==> src/rtl/pipe_stage_reg.sv <==
// Pipeline stage register: control bundle plus NDATA words behind a valid/ready handshake,
// with flush, optional 2-entry skid buffer, occupancy and saturating stall counter.
module pipe_stage_reg #(
   parameter int unsigned DATA_W = 32,
   parameter int unsigned NDATA  = 4,
   parameter int unsigned CTRL_W = 5,
   parameter int unsigned SKID   = 1
) (
   input  logic                    clk,
   input  logic                    reset,
   input  logic                    in_valid,
   output logic                    in_ready,
   input  logic [CTRL_W-1:0]       in_ctrl,
   input  logic [NDATA*DATA_W-1:0] in_data,
   input  logic                    flush,
   output logic                    out_valid,
   input  logic                    out_ready,
   output logic [CTRL_W-1:0]       out_ctrl,
   output logic [NDATA*DATA_W-1:0] out_data,
   output logic [1:0]              occupancy,
   output logic [15:0]             stall_cnt
);

   localparam int unsigned DW = NDATA * DATA_W;

   logic              main_valid_q, main_valid_d;
   logic [CTRL_W-1:0] main_ctrl_q, main_ctrl_d;
   logic [DW-1:0]     main_data_q, main_data_d;
   logic              skid_valid_q, skid_valid_d;
   logic [CTRL_W-1:0] skid_ctrl_q, skid_ctrl_d;
   logic [DW-1:0]     skid_data_q, skid_data_d;
   logic              in_ready_q, in_ready_d;
   logic [15:0]       stall_cnt_q, stall_cnt_d;
   logic              accept;

   assign in_ready = (SKID != 0) ? in_ready_q : (!main_valid_q | out_ready);
   assign accept   = in_valid & in_ready;

   // Held ctrl/data are zeroed whenever an entry is vacated, so empty stages emit bubbles.
   always_comb begin
      main_valid_d = main_valid_q;
      main_ctrl_d  = main_ctrl_q;
      main_data_d  = main_data_q;
      skid_valid_d = skid_valid_q;
      skid_ctrl_d  = skid_ctrl_q;
      skid_data_d  = skid_data_q;
      if (flush) begin
         main_valid_d = 1'b0;
         main_ctrl_d  = '0;
         main_data_d  = '0;
         skid_valid_d = 1'b0;
         skid_ctrl_d  = '0;
         skid_data_d  = '0;
      end else if (skid_valid_q) begin
         if (out_ready) begin
            main_ctrl_d  = skid_ctrl_q;
            main_data_d  = skid_data_q;
            skid_valid_d = 1'b0;
            skid_ctrl_d  = '0;
            skid_data_d  = '0;
         end
      end else if (main_valid_q) begin
         if (accept) begin
            if (out_ready) begin
               main_ctrl_d = in_ctrl;
               main_data_d = in_data;
            end else if (SKID != 0) begin
               skid_valid_d = 1'b1;
               skid_ctrl_d  = in_ctrl;
               skid_data_d  = in_data;
            end
         end else if (out_ready) begin
            main_valid_d = 1'b0;
            main_ctrl_d  = '0;
            main_data_d  = '0;
         end
      end else if (accept) begin
         main_valid_d = 1'b1;
         main_ctrl_d  = in_ctrl;
         main_data_d  = in_data;
      end
      in_ready_d = !skid_valid_d;
   end

   always_comb begin
      stall_cnt_d = stall_cnt_q;
      if (main_valid_q && !out_ready && stall_cnt_q != 16'hFFFF) begin
         stall_cnt_d = stall_cnt_q + 16'd1;
      end
   end

   always_ff @(posedge clk or posedge reset) begin
      if (reset) begin
         main_valid_q <= 1'b0;
         main_ctrl_q  <= '0;
         main_data_q  <= '0;
         skid_valid_q <= 1'b0;
         skid_ctrl_q  <= '0;
         skid_data_q  <= '0;
         in_ready_q   <= 1'b1;
         stall_cnt_q  <= '0;
      end else begin
         main_valid_q <= main_valid_d;
         main_ctrl_q  <= main_ctrl_d;
         main_data_q  <= main_data_d;
         skid_valid_q <= skid_valid_d;
         skid_ctrl_q  <= skid_ctrl_d;
         skid_data_q  <= skid_data_d;
         in_ready_q   <= in_ready_d;
         stall_cnt_q  <= stall_cnt_d;
      end
   end

   assign out_valid = main_valid_q;
   assign out_ctrl  = main_ctrl_q;
   assign out_data  = main_data_q;
   assign occupancy = skid_valid_q ? 2'd2 : {1'b0, main_valid_q};
   assign stall_cnt = stall_cnt_q;

endmodule
==> config.mk <==
export PLATFORM = sky130hd
export DESIGN_NAME = pipe_stage_reg
export DESIGN_NICKNAME = d
export VERILOG_FILES = /design/src/rtl/pipe_stage_reg.sv
export SDC_FILE = /design/constraint.sdc
export NUM_CORES = 1
export LEC_CHECK = 0
export CORE_ASPECT_RATIO = 1.4
export CORE_MARGIN = 10
export CORE_UTILIZATION = 30
export CTS_BUF_LIST = sky130_fd_sc_hd__clkbuf_2
export DETAILED_ROUTE_END_ITERATION = 12
export GPL_ROUTABILITY_DRIVEN = 0
export PLACE_DENSITY_LB_ADDON = 0.3
export SYNTH_ARGS = -nofsm -noshare
export SYNTH_HDL_FRONTEND = slang
export SYNTH_SLANG_ARGS = --single-unit
==> constraint.sdc <==
create_clock -name clk -period 12.8 [get_ports clk]
set_input_delay 2.56 -clock clk [delete_from_list [all_inputs] [get_ports clk]]
set_output_delay 2.56 -clock clk [all_outputs]
set_load 0.02 [all_outputs]
==> reports/qor.txt <==
CP top delay family - buffers and inverters
clock latency at the later pin of the worst-skew pair - 900 ps
Die H - 256 microns
Worst Skew - 59.6 ps
WS Path Type - in -> reg
Mapped Area - 0.0119 sq mm
post_cts resized - 0
DRC Markers - 0
post-synthesis mux area share - 0.00189
syn nets - 1,403
H-tree levels - 3
largest family of logic cells by synthesized area - compound AO/OA/AOI/OAI gates
synthesized instance count - 1,264
Root Driver - clkbuf_2
Synth Area in Compound Gates - 0.202
Max-slew headroom - 0.297
Hold Violations, Final - 0
status - finished clean
clock buffer depth - 3
core footprint - 0.0394 sq mm
FMAX - 197 MHz
CP bufs+invs - 2
Yosys Warn Count - 0
vias in the first global route - 10,700
Cells after DPL - 1,987
Clock transition at path regs - 100 ps
Clock Power Share - 0.297
Distinct cells, synth - 39
drt wl/cell - 18.3 microns
PwrDens - 131 mW/mm^2
Initial Util - 0.303
CP peak stage delay - 750 ps
crit path DAT - 5810 ps
Slew @ Worst Pin - 1050 ps
WHS Path Cells - 2
clk sinks - 285
Static Leak - 6.99 nW
Pint - 1.40 mW
Initial DRT Pass Iterations - 6
Top Ports - 291
R2R cell count - 5
first-pass GRT wire length - 61.5 mm
Worst VDD drop - 0.0523 mV
layout cell share with drive strength beyond 1 - 0.0855
R2R Path End - out_data[118]$_DFFE_PP0P_
design area - 0.0158 sq mm
switching power total - 0.666 mW
Via density - 4.86
initial antenna violation count - 6
Reg power frac - 0.506
Final Slew Violations - 0
Hold Crit Class - reg -> reg
vias - 10,300
worst endpoint required time - 13,540 ps
CP Capture Type - flip-flop
RSZ-0062 raised after global routing - no
die area - 0.0483 sq mm
r2r setup slk - 8800 ps
Simple-Gate Fraction of Synth Area - 0.147
DP HPWL - 23.7 mm
Post-Place Cell Area - 0.0152 sq mm
period utilization - 0.396
sequential share of the synthesized area - 0.597
r2r startpoint - skid_valid_q$_DFF_PP0_
CTS tree - yes
CP Capture Point - out_data[118]$_DFFE_PP0P_
crit path time final - 5070 ps
Layout area overhead - 32.3%
pin count of the biggest net entering global routing - 267
Final TNS setup - 0 ps
non-filler cells, final - 2,110
Final Power - 2.06 mW
IO Port Bufs - 290
total global-route track usage - 0.158
cts hold-fix bufs - 0
worst path cell trace - clkdlybuf4s50_1, nand2_1, o311a_4, or2_4, buf_4, o21ai_0
Synth Area in Adders - 0.00105
Synth Area per Inst - 9.45 sq um
commonest non-fill, non-tap cells in the layout - nand2_1 (406), clkdlybuf4s50_1 (290), dfrtp_1 (283)
startpoint type of the worst setup path - input pin
Logic pwr share - 0.197
slowest cell on the critical path - buf_4
Routed Antenna Nets - 0
DRT iter0 DRCs - 676
CP startpoint - in_valid
Routed WL - 38.5 mm
Net count, final - 1,674
postcts setup bufs - 0
grt total ovfl - 0
Inserted Clock Buffers - 74
hold_ws - 485 ps
CP Depth - 6
die span in x - 189 microns
post-synthesis xor/xnor area fraction - 0.00807
standard-cell rows - 86
#FFs+latches synth - 285
switching share of power - 0.323
commonest non-fill, non-tap cell in the layout - nand2_1
max-cap violations - 0
crit-path max FO - 77
Setup violations, final - 0
state kept, by name (all words and copies together), names as in the netlist:
register      count
in_ready          1
stall_cnt        16
skid_ctrl_q       5
skid_valid_q      1
skid_data_q     128
out_data        128
out_valid         1
out_ctrl          5
final cells by class:
| type | count | area, sq um |
|---|---|---|
| Clock inverter | 14 | 83.8 |
| Fill cell | 3954 | 23600 |
| Clock buffer | 106 | 531 |
| Antenna cell | 3 | 7.51 |
| Inverter | 4 | 22.5 |
| Tap cell | 528 | 661 |
| Timing Repair Buffer | 300 | 3000 |
| Multi-Input combinational cell | 870 | 4360 |
| Sequential cell | 285 | 7140 |
logic make-up (layout without fill, tap and decap cells):
kind of cell,after synthesis,count (layout)
simple gates,444,444
compound gates,412,412
flops,285,285
buf+inv,109,424
xor+xnor,11,11
mux,2,2
fa+ha+maj,1,1
other cells,0,3
metal layers:
metal,vias to the layer above,global-route usage,routed length [microns]
met4,6,0.0625,959
li1,4903,-,-
met5,-,0,39
met1,4934,0.187,15700
met3,72,0.0487,2780
met2,340,0.262,19100
worst min-delay path by stage:
stage | startpoint | to | slack, ps
3_3_place_gp | skid_data_q[98]$_DFFE_PP0P_ | skid_data_q[98]$_DFFE_PP0P_ | 460
4_1_cts | skid_data_q[126]$_DFFE_PP0P_ | skid_data_q[126]$_DFFE_PP0P_ | 490
3_5_place_dp | out_data[114]$_DFFE_PP0P_ | out_data[114]$_DFFE_PP0P_ | 470
5_1_grt | skid_data_q[81]$_DFFE_PP0P_ | skid_data_q[81]$_DFFE_PP0P_ | 510
6_report | out_data[112]$_DFFE_PP0P_ | out_data[112]$_DFFE_PP0P_ | 480
2_1_floorplan | skid_ctrl_q[0]$_DFFE_PP0P_ | skid_ctrl_q[0]$_DFFE_PP0P_ | 450
synth_stat cells:
| library cell | n | area, sq um |
|---|---|---|
| xor2_1 | 10 | 87.6 |
| nor2_1 | 7 | 26.3 |
| nor4b_1 | 1 | 8.76 |
| o21bai_1 | 1 | 7.51 |
| xnor2_1 | 1 | 8.76 |
| clkbuf_1 | 73 | 274 |
| buf_6 | 8 | 90.1 |
| dfstp_2 | 1 | 26.3 |
| or3_1 | 1 | 6.26 |
| nor3_1 | 7 | 35.0 |
| a41oi_1 | 2 | 17.5 |
| a21oi_1 | 3 | 15.0 |
| o21ai_0 | 198 | 991 |
| mux2_2 | 2 | 22.5 |
| o21ai_1 | 70 | 350 |
| o311a_1 | 1 | 10.0 |
| nor3b_1 | 2 | 15.0 |
| nor4_1 | 1 | 6.26 |
| ha_1 | 1 | 12.5 |
| dfrtp_1 | 284 | 7110 |
| a21o_1 | 1 | 7.51 |
| and4_1 | 2 | 17.5 |
| buf_4 | 1 | 7.51 |
| a22oi_1 | 133 | 998 |
| nand4_1 | 4 | 25.0 |
| or4_1 | 1 | 7.51 |
| nand3_1 | 4 | 20.0 |
| or2_1 | 1 | 6.26 |
| buf_2 | 22 | 110 |
| a31oi_1 | 2 | 12.5 |
| nand3b_1 | 1 | 7.51 |
| nor4_4 | 1 | 21.3 |
| nor2b_1 | 2 | 12.5 |
| buf_1 | 1 | 3.75 |
| a21boi_0 | 1 | 7.51 |
| or2_2 | 2 | 12.5 |
| inv_1 | 4 | 15.0 |
| nand2_1 | 406 | 1520 |
| nand2b_1 | 1 | 6.26 |
worst register-to-register path: cells and delay by family (launching register included):
kind	cells	cell delay, ps
AND/OR/NAND/NOR	1	730
buffers and inverters	2	1450
flip-flops	1	480
AO/OA/AOI/OAI	2	1230
through the flow:
| stage | setup slack, ps | utilization |
|---|---|---|
| after floorplan | 2380 | - |
| after global placement | 6870 | 0.385 |
| after detailed placement | 6770 | 0.385 |
| after CTS | 7730 | 0.401 |
| after global routing | 7560 | 0.401 |
| final | 7730 | 0.401 |
power groups by stage:
stage | clock network, mW | logic, mW | registers [mW]
3_3_place_gp | 0 | 0.407 | 1.06
5_1_grt | 0.694 | 0.445 | 1.06
6_report | 0.613 | 0.406 | 1.04
2_1_floorplan | 0 | 0.151 | 1.11
3_5_place_dp | 0 | 0.413 | 1.06
4_1_cts | 0.649 | 0.413 | 1.05
Note: power is estimated with default switching activity, not from simulation.
